<file path="src/rtl/fcvt_pipe.sv">
// fcvt_pipe: IEEE-754 binary32 to W-bit integer conversion (signed or unsigned),
// all five RISC-V rounding modes, saturating with an invalid flag.
// The conversion is combinational at the input. Its result then moves through
// STAGES registers that share one stall enable (in_ready).
// Optional macro FCVT_INEXACT_EN: when it is defined, nx reports inexact results.
// When it is not defined, nx is tied low.
module fcvt_pipe #(
    parameter int W      = 32,
    parameter int STAGES = 2
) (
    input  logic         clk,
    input  logic         rst,
    input  logic         in_valid,
    output logic         in_ready,
    input  logic [31:0]  x,
    input  logic [2:0]   rm,
    input  logic         uns,
    output logic         out_valid,
    input  logic         out_ready,
    output logic [W-1:0] y,
    output logic         nv,
    output logic         nx
);
    // 65 bits is wide enough for any in-range magnitude plus the carry out of rounding.
    localparam int MW = 65;
    // 2^(W-1): the signed range limit
    localparam logic [MW-1:0] HALF_RANGE = {{(MW-1){1'b0}}, 1'b1} << (W - 1);

    logic          sgn, is_nan, is_inf, big, rnd, stk, inc;
    logic [7:0]    ee, sh, rs;
    logic [4:0]    rpos;
    logic [23:0]   mant;
    logic [MW-1:0] ipart, mag;
    logic [W-1:0]  res_y;
    logic          res_nv, res_nx;

    // Decode, align, round and saturate the presented operand
    always_comb begin
        sgn    = x[31];
        is_nan = (x[30:23] == 8'hFF) && (x[22:0] != 23'd0);
        is_inf = (x[30:23] == 8'hFF) && (x[22:0] == 23'd0);
        // Subnormals use exponent 1 and have no hidden bit.
        ee     = (x[30:23] == 8'd0) ? 8'd1 : x[30:23];
        mant   = {(x[30:23] != 8'd0), x[22:0]};
        sh     = '0;
        rs     = '0;
        rpos   = '0;
        big    = 1'b0;
        rnd    = 1'b0;
        stk    = 1'b0;
        ipart  = '0;
        // Value is mant * 2^(ee-150)
        if (ee >= 8'd150) begin
            sh = ee - 8'd150;
            // A shift beyond 40 puts the value at 2^63 or more. That exceeds every W=32/64 range.
            if (sh > 8'd40) begin
                big = 1'b1;
            end else begin
                ipart = {{(MW-24){1'b0}}, mant} << sh;
            end
        end else begin
            rs = 8'd150 - ee;
            if (rs > 8'd24) begin
                // The value is below one half, so every set bit lands in the sticky bit.
                stk = |mant;
            end else begin
                rpos  = 5'(rs - 8'd1);
                ipart = {{(MW-24){1'b0}}, mant >> rs};
                rnd   = mant[rpos];
                stk   = |(mant & ((24'd1 << rpos) - 24'd1));
            end
        end

        // Round the magnitude. Directed modes depend on the sign. Reserved encodings act as RNE.
        case (rm)
            3'b001:  inc = 1'b0;
            3'b010:  inc = sgn & (rnd | stk);
            3'b011:  inc = ~sgn & (rnd | stk);
            3'b100:  inc = rnd;
            default: inc = rnd & (stk | ipart[0]);
        endcase
        mag = ipart + {{(MW-1){1'b0}}, inc};

        // Saturate to the selected integer range
        res_y  = '0;
        res_nv = 1'b0;
        if (is_nan) begin
            res_nv = 1'b1;
            res_y  = uns ? {W{1'b1}} : {1'b0, {(W-1){1'b1}}};
        end else if (uns) begin
            if (sgn) begin
                // A negative value that rounds to zero is legal. Anything below zero clamps to 0.
                if (is_inf || big || (mag != '0)) begin
                    res_nv = 1'b1;
                end
            end else if (is_inf || big || ((mag >> W) != '0)) begin
                res_nv = 1'b1;
                res_y  = {W{1'b1}};
            end else begin
                res_y = mag[W-1:0];
            end
        end else begin
            if (!sgn) begin
                if (is_inf || big || (mag >= HALF_RANGE)) begin
                    res_nv = 1'b1;
                    res_y  = {1'b0, {(W-1){1'b1}}};
                end else begin
                    res_y = mag[W-1:0];
                end
            end else begin
                if (is_inf || big || (mag > HALF_RANGE)) begin
                    res_nv = 1'b1;
                    res_y  = {1'b1, {(W-1){1'b0}}};
                end else begin
                    res_y = -mag[W-1:0];
                end
            end
        end

`ifdef FCVT_INEXACT_EN
        res_nx = ~res_nv & (rnd | stk);
`else
        res_nx = 1'b0;
`endif
    end

    logic         v_reg  [1:STAGES];
    logic [W-1:0] y_reg  [1:STAGES];
    logic         nv_reg [1:STAGES];
    logic         nx_reg [1:STAGES];

    assign out_valid = v_reg[STAGES];
    assign y         = y_reg[STAGES];
    assign nv        = nv_reg[STAGES];
    assign nx        = nx_reg[STAGES];
    // The pipeline stalls as a unit. It moves only while the output can drain or is empty.
    assign in_ready  = out_ready || !out_valid;

    // Stage registers. Reset drops in-flight work. A stall freezes every stage.
    always_ff @(posedge clk) begin
        if (rst) begin
            for (int i = 1; i <= STAGES; i++) begin
                v_reg[i]  <= 1'b0;
                y_reg[i]  <= '0;
                nv_reg[i] <= 1'b0;
                nx_reg[i] <= 1'b0;
            end
        end else if (in_ready) begin
            v_reg[1]  <= in_valid;
            y_reg[1]  <= res_y;
            nv_reg[1] <= res_nv;
            nx_reg[1] <= res_nx;
            for (int i = 2; i <= STAGES; i++) begin
                v_reg[i]  <= v_reg[i-1];
                y_reg[i]  <= y_reg[i-1];
                nv_reg[i] <= nv_reg[i-1];
                nx_reg[i] <= nx_reg[i-1];
            end
        end
    end
endmodule

</file>
<file path="config.mk">
export PLATFORM = sky130hd
export DESIGN_NAME = fcvt_pipe
export DESIGN_NICKNAME = d
export VERILOG_FILES = /design/src/rtl/fcvt_pipe.sv
export SDC_FILE = /design/constraint.sdc
export NUM_CORES = 1
export LEC_CHECK = 0
export ABC_AREA = 1
export CORE_MARGIN = 2
export CORE_UTILIZATION = 45
export CTS_CLUSTER_DIAMETER = 30
export DETAILED_ROUTE_END_ITERATION = 10
export GPL_TIMING_DRIVEN = 0
export HOLD_SLACK_MARGIN = 0.02
export PLACE_DENSITY = 0.63
export SETUP_SLACK_MARGIN = 0.2
export SKIP_CTS_REPAIR_TIMING = 1
export SLEW_MARGIN = 10
export SYNTH_ARGS = -nofsm -noshare
export SYNTH_HDL_FRONTEND = slang
export SYNTH_SLANG_ARGS = --single-unit
</file>
<file path="constraint.sdc">
create_clock -name clk -period 8.8 [get_ports clk]
set_input_delay 0.88 -clock clk [delete_from_list [all_inputs] [get_ports clk]]
set_output_delay 0.88 -clock clk [all_outputs]
set_load 0.05 [all_outputs]
</file>
After elaboration in Yosys (flattened, before gate mapping):

Memory sizes are Yosys's and may differ from the RTL's.
Cells that the tools add are included.

* flip-flop bits (word level): 0
* bits in writable memories: 70
* input bits: 40
* output and inout port bits: 36
* logic and storage cells: 98
* memories: 4

Memories
* y_reg: depth 2, width 32, read ports 2, clocked after Yosys merged registers in 0, write ports 2, RTL line 128 `logic [W-1:0] y_reg [1:STAGES];`
* nv_reg: depth 2, width 1, read ports 2, clocked after Yosys merged registers in 0, write ports 2, RTL line 129 `logic nv_reg [1:STAGES];`
* nx_reg: depth 2, width 1, read ports 2, clocked after Yosys merged registers in 0, write ports 2, RTL line 130 `logic nx_reg [1:STAGES];`
* v_reg: depth 2, width 1, read ports 2, clocked after Yosys merged registers in 0, write ports 2, RTL line 127 `logic v_reg [1:STAGES];`

* $add $sub $neg: 6
* $lt $le $gt $ge: 6
* equality and inequality tests: 5
* shift operators: 3
* muxes and demuxes: 42
* bitwise gates (word level): 15
* reduce and logical (&&, ||, !) cells: 17

Operators with widths (number)
* 2-to-1 mux 32 bit: 10
* 2-to-1 mux 65 bit: 2
* nonzero test 65 bit: 2
* adder 65 x 1 -> 65 bit: 1
* greater-or-equal comparator 65 x 32 -> 1 bit, second input constant: 1
* > comparator 65 x 32 -> 1 bit, second input constant: 1
* << shifter 24 x 8 -> 65 bit: 1
* OR reduction 24 bit: 2
* negator 32 bit: 1
* 2-to-1 mux 1 bit: 26
* AND 24 bit: 1
* 2-to-1 mux 24 bit: 1
* << shifter 1 x 5 -> 24 bit, first input constant: 1
* right shift 24 x 8 -> 24 bit: 1
* subtractor 24 x 1 -> 24 bit, second input constant: 1
* zero test 23 bit: 1
* nonzero test 23 bit: 1
* bitwise OR 1 bit: 10
* equality test 8 bit, second input constant: 1
* greater-or-equal comparator 8 bit, second input constant: 1
* > comparator 8 x 5 -> 1 bit, second input constant: 1
* > comparator 8 x 6 -> 1 bit, second input constant: 1
* zero test 8 bit: 1
* 2-to-1 mux 8 bit: 1
* 15 further kinds: 24

Depth between registers and ports, before layout:

Gate-level depths: netlist of run 1.

* word-level depth: 21
* depth in mapped cells: 56
* gate-level depth less buffers: 51

Worst setup path before layout of run 1:

No wires, ideal clock.

* kind: input to register
* start point: in x[27]
* end point: mem y_reg[1][27], data pin
* setup time: 0.270 ns
* arrival: 6.830 ns
* required time: 8.530 ns
* slack: 1.699 ns
* stages on the path: 52
* buffers on the path: 5
* path through: buf_6 -> clkinv_8 -> nand2_1 -> nor2_4 -> nand2_8 -> nand2_8 -> buf_6 -> buf_8 -> ha_1 -> nor2_1 -> inv_1 -> nor2_1 -> inv_1 -> o21ai_1 -> buf_2 -> inv_1 -> nor3_1 -> inv_1 -> [... 16 more ...] -> ha_1 -> ha_1 -> buf_2 -> nand3b_1 -> nand2_1 -> inv_1 -> nor2_1 -> nand3_1 -> nor2_1 -> nand2_1 -> nor3_1 -> nand3_1 -> nand2_1 -> nand2_1 -> nand4_1 -> nand2_1 -> nand2_1 -> a21oi_1

RTL lines
* start: declaration: RTL line 15 `input logic [31:0] x,`
* end: declaration: RTL line 128

==> results.json, run 1 <==
{
  "outcome": "completed",
  "htree_levels": 3,
  "slowest_stage": "ha_2",
  "layout_common_cells": "nand2_1 (575), nand3_1 (215), inv_1 (198)",
  "drtIter0Drc": 1650,
  "drive_above_1_share_pct": 11.7,
  "yosys.area_share.simple_pct": 50.3,
  "cp-end-kind": "flip-flop",
  "ys_async_sr_fraction_pct": 0,
  "cts_max_path_buffers": 2,
  "period_minus_slack_ps": 8180,
  "place_hpwl_um": 34100,
  "r2r-end": "y_reg[2][14]",
  "grt-ovfl-total": 0,
  "synth_fa_ha_area_share_pct": 0.822,
  "cp-start-kind": "input pin",
  "initial_core_util_pct": 45.7,
  "ant_nets": 0,
  "num_vias": 13013,
  "routed_wl_um": 41400,
  "coreArea_mm2": 0.0233,
  "largest_reg_flops": 64,
  "hold_slack_ps": 543,
  "synth_xor_area_share_pct": 2.44,
  "drc": 0,
  "numCtsBuffers": 9,
  "powerDensity_mw_per_mm2": 147,
  "finalClockSkew_ps": 4.18,
  "synth_cells": 1865,
  "routedWlPerCell_um": 18.1,
  "fmax_mhz": 122,
  "drt-pass1-iter-count": 5,
  "gp_congestion": 1.04,
  "clock_latency_ps": 330,
  "grt_start_max_net_pins": 46,
  "rr_startpoint": "v_reg[2]",
  "syn-num-nets": 1912,
  "area_delta_synth_final_pct": 16.3,
  "synth-seq-cells": 68,
  "syn-cell-area_mm2": 0.0107,
  "antenna_found_initial": 0,
  "yosys_warnings": 0,
  "crit_required_ps": 8960,
  "port_buffers": 71,
  "clock_sinks": 68,
  "synth_top_family_by_area": "simple AND/OR/NAND/NOR gates",
  "n_antenna_cell": 0,
  "grt_use_total_pct": 32.9,
  "fin_setup_tns_ps": 0,
  "grt_pass1_wl_um": 62800,
  "holdPathStages": 2,
  "r2r_slack_ps": 6870,
  "ioPinCount": 76,
  "mostFrequentLayoutCell": "nand2_1",
  "cpMostUsedCell": "inv_1",
  "worst_pin_slew_ps": 757,
  "row_count": 56,
  "cap_violations": 0,
  "synth_compound_area_share_pct": 13.4,
  "vias_per_cell": 5.70,
  "cts_root_buf": "clkbuf_16",
  "cts_tree": "done",
  "vdd_drop_max_mv": 0.106,
  "ys.flop_type": "edfxtp_1",
  "p_leak_nw": 6.00,
  "path_clk_slew_ps": 60,
  "ff2ff_path_depth": 5,
  "seq_area_frac_synth_pct": 19.2,
  "path_class": "in2reg",
  "fp.dieW_um": 158,
  "hold_viol_final": 0,
  "setup_viol": 0,
  "min_to": "y_reg[2][26]",
  "crit_fanout": 10,
  "relSlewSlack_pct": 49.2,
  "first_global_vias": 11319,
  "cp.arrival_ps": 8340,
  "dieArea_mm2": 0.0249,
  "synth_mux_area_share_pct": 0.505,
  "hold_class": "reg2reg",
  "die_h_um": 158,
  "grt_setup_unrepaired": "no",
  "period_share_pct": 93.0,
  "synth_edf_count": 68,
  "worstHoldStart": "y_reg[1][26]",
  "fin_util_pct": 53.1,
  "slowest_delay_ps": 330,
  "syn_avg_cell_area_um2": 5.71,
  "synth_cell_types": 65,
  "slew_viol_final": 0,
  "final_nets": 2007
}
-- cells by family after synthesis --
group | count (synthesis)
compound gates | 246
xor+xnor | 28
fa+ha+maj | 7
buf+inv | 335
flops | 68
mux | 5
other cells | 1
simple gates | 1175
-- critical path, delay by kind of cell --
kind	cells	cell delay (ps)
AND/OR/NAND/NOR	28	3860
buffers and inverters	15	1910
adder cells (fa/ha/maj)	4	980
AO/OA/AOI/OAI	6	700
-- layout make-up --
class / count / area, um^2
Inverter: 244 / 942
Tap cell: 319 / 399
Buffer: 91 / 492
Fill cell: 2508 / 10900
Sequential cell: 68 / 2040
Timing Repair Buffer: 84 / 833
Multi-Input combinational cell: 1462 / 7370
Clock buffer: 10 / 229
Clock inverter: 6 / 87.6
-- synth_stat cells, types with 3 or more instances --
library cell | n | area share, %
a21oi_1 | 72 | 3.4
a31oi_1 | 9 | 0.53
buf_1 | 14 | 0.49
buf_2 | 16 | 0.75
buf_4 | 5 | 0.35
buf_6 | 12 | 1.3
clkbuf_1 | 43 | 1.5
clkinv_1 | 4 | 0.14
edfxtp_1 | 68 | 19
ha_1 | 7 | 0.82
inv_1 | 198 | 7.0
inv_2 | 37 | 1.3
mux2i_1 | 4 | 0.38
nand2_1 | 581 | 20
nand2_2 | 28 | 1.6
nand2_4 | 7 | 0.74
nand3_1 | 219 | 10
nand3_2 | 4 | 0.38
nand3_4 | 4 | 0.66
nand3b_1 | 6 | 0.42
nand4_1 | 61 | 3.6
nor2_1 | 192 | 6.8
nor2_2 | 12 | 0.70
nor2_4 | 9 | 0.95
nor2_8 | 3 | 0.56
nor3_1 | 23 | 1.1
nor3_2 | 3 | 0.28
nor4_1 | 7 | 0.41
o211ai_1 | 8 | 0.56
o21ai_0 | 57 | 2.7
o21ai_1 | 49 | 2.3
o21ai_2 | 3 | 0.25
o21bai_1 | 15 | 1.1
o21bai_2 | 8 | 0.85
o221ai_1 | 5 | 0.41
o22ai_1 | 7 | 0.41
or2_1 | 4 | 0.23
or2_2 | 4 | 0.23
xnor2_1 | 4 | 0.33
xor2_1 | 22 | 1.8
-- report_power, final --
group | leakage [nW] | total (W) | switching (W) | internal (W)
clock network | 0.157 | 0.000387 | 0.000139 | 0.000249
logic | 5.04 | 0.00102 | 0.000699 | 0.000316
registers | 0.804 | 0.000416 | 0.0000110 | 0.000405
total | 6.00 | 0.00182 | 0.000849 | 0.000970
-- metrics by stage --
stage	total power, W	setup WS, ps	std cells	area, um^2
floorplan	0.00109	1700	1865	10700
global placement	0.00136	-1060	2255	11800
detailed placement	0.00136	-1170	2256	11800
CTS	0.00175	-856	2272	12100
global route	0.00192	163	2284	12400
finish	0.00182	620	2284	12400
-- worst max path at each step --
stage / from / endpoint / cells after the start
detailed placement: x[23] / y_reg[1][27] / 51
CTS: x[23] / y_reg[1][27] / 51
floorplan: x[27] / y_reg[1][27] / 52
finish: x[28] / y_reg[1][9] / 53
global route: x[28] / y_reg[1][28] / 53
global placement: x[23] / y_reg[1][27] / 50
-- per-layer routing --
metal  wire [um]  track usage, %
met5           0               0
met4         856            6.10
met3        4280            5.20
met2       16800            47.5
met1       19500            51.2
(Power assumes the default switching activity.)
==> run 2, diff against run 1 <==
- PLACE_DENSITY: 0.63 -> default
- PLACE_DENSITY_LB_ADDON: default -> 0.08
==> run 2 against run 1 <==
Effect of this change:
- clock-buffer cell count fell by 1
- die area did not move
- critical path depth shrank 12
- flip-flop and latch count unchanged
- hold slack got worse by 1.8 ps
- first-iteration DRC count grew 2.4%
- clock power fell by 6.5%
- sequential share of layout area about the same
- non-clock buffer count is 1 lower
- clock skew grew 3.9 ps
- critical endpoint is now y_reg[1][2]
- highest routed layer unchanged
==> results.json, run 2 (synthesized netlist as in run 1, its figures left out) <==
{
  "ant_nets": 0,
  "slowest_delay_ps": 620,
  "period_share_pct": 94.2,
  "fin_util_pct": 53.0,
  "placed_area_mm2": 0.0118,
  "grt_setup_unrepaired": "no",
  "worst_pin_slew_ps": 906,
  "finalClockSkew_ps": 8.07,
  "slew_viol_final": 0,
  "drt-pass1-iter-count": 6,
  "path_class": "in2reg",
  "crit_fanout": 10,
  "grt_pass1_wl_um": 63700,
  "routed_wl_um": 41100,
  "cap_violations": 0,
  "grt_start_max_net_pins": 55,
  "hold_viol_final": 0,
  "initial_core_util_pct": 45.7,
  "hold_class": "reg2reg",
  "port_buffers": 71,
  "cts_max_path_buffers": 2,
  "area_delta_synth_final_pct": 16.1,
  "cp-start-kind": "input pin",
  "numCtsBuffers": 9,
  "mostFrequentLayoutCell": "nand2_1",
  "first_global_vias": 11518,
  "num_vias": 13018,
  "gp_congestion": 1.03,
  "cpMostUsedCell": "inv_1",
  "row_count": 56,
  "drc": 0,
  "path_clk_slew_ps": 60,
  "drtIter0Drc": 1690,
  "routedWlPerCell_um": 18.0,
  "setup_viol": 0,
  "n_antenna_cell": 0,
  "clock_latency_ps": 330,
  "powerDensity_mw_per_mm2": 144,
  "fill_cells": 2509,
  "p_leak_nw": 5.98,
  "grt_use_total_pct": 33.1,
  "htree_levels": 3,
  "place_ws_ps": -1180,
  "place_hpwl_um": 33700,
  "ioPinCount": 76,
  "die_h_um": 158,
  "largest_reg_flops": 64,
  "drive_above_1_share_pct": 11.7,
  "clock_sinks": 68,
  "vias_per_cell": 5.70,
  "layout_common_cells": "nand2_1 (576), nand3_1 (216), inv_1 (196)",
  "cts_root_buf": "clkbuf_16",
  "slowest_stage": "xor2_1",
  "outcome": "completed",
  "cp-end-kind": "flip-flop",
  "cp.arrival_ps": 8400,
  "setup_ws_ps": 509,
  "fmax_mhz": 121,
  "fp.dieW_um": 158,
  "grt-ovfl-total": 0,
  "period_minus_slack_ps": 8290,
  "coreArea_mm2": 0.0233,
  "crit_required_ps": 8900,
  "antenna_found_initial": 0,
  "vdd_drop_max_mv": 0.101,
  "dieArea_mm2": 0.0249,
  "fin_cells": 2283,
  "relSlewSlack_pct": 39.3,
  "dp.cells": 2256,
  "final_nets": 2006,
  "design_area_mm2": 0.0124,
  "cts_tree": "done"
}
run 2: cell count changes in the layout (fill, tap and decap cells not counted), sizes merged:
cell      delta
buf          -1
bufinv       -1
clkbuf       -1
clkinvlp     +2
run 2: per-stage QoR:
step	hold slack, ps	TNS (ps)	total power (W)
2_1_floorplan	519	0	0.00109
3_3_place_gp	523	-32300	0.00136
3_5_place_dp	532	-33600	0.00136
4_1_cts	547	-23810	0.00173
5_1_grt	578	0	0.00190
6_report	541	0	0.00178
run 2: layout make-up:
cell class / instances / area [um^2] / share of cell area [%]
multi-input cells: 1462 / 7370 / 59.5
flip-flops and latches: 68 / 2040 / 16.5
clock inverters: 7 / 76.3 / 0.617
repair buffers: 83 / 833 / 6.73
inverters: 244 / 942 / 7.61
well taps: 319 / 399 / 3.23
clock buffers: 9 / 225 / 1.82
plain buffers: 91 / 490 / 3.96
run 2: final timing paths:
check | endpoint | start | slack [ps] | cells after the start
hold reg to reg | y_reg[2][10] | y_reg[1][10] | 540 | 2
setup / recovery | y_reg[1][2] | x[25] | 510 | 41
setup reg to reg | y_reg[2][29] | v_reg[2] | 6740 | 5
hold / removal | y_reg[2][10] | y_reg[1][10] | 540 | 2
run 2: power by group:
| part | internal, W | switching (W) |
|---|---|---|
| Sequential | 0.000405 | 0.0000111 |
| Clock | 0.000221 | 0.000142 |
| Combinational | 0.000310 | 0.000696 |
run 2: worst max-delay path: cells and delay by family:
kind	cells	cell delay, ps
XOR/XNOR	1	620
buffers and inverters	12	2300
adder cells (fa/ha/maj)	3	660
AND/OR/NAND/NOR	18	2770
AO/OA/AOI/OAI	7	1130
run 2: layer usage:
| metal | vias to the layer above | global-route usage, % | routed length (um) |
|---|---|---|---|
| met5 | - | 0 | 0 |
| met4 | 0 | 4.29 | 410 |
| met3 | 40 | 6.73 | 4850 |
| met2 | 698 | 47.8 | 16700 |
| met1 | 6001 | 51.3 | 19100 |
| li1 | 6279 | - | - |
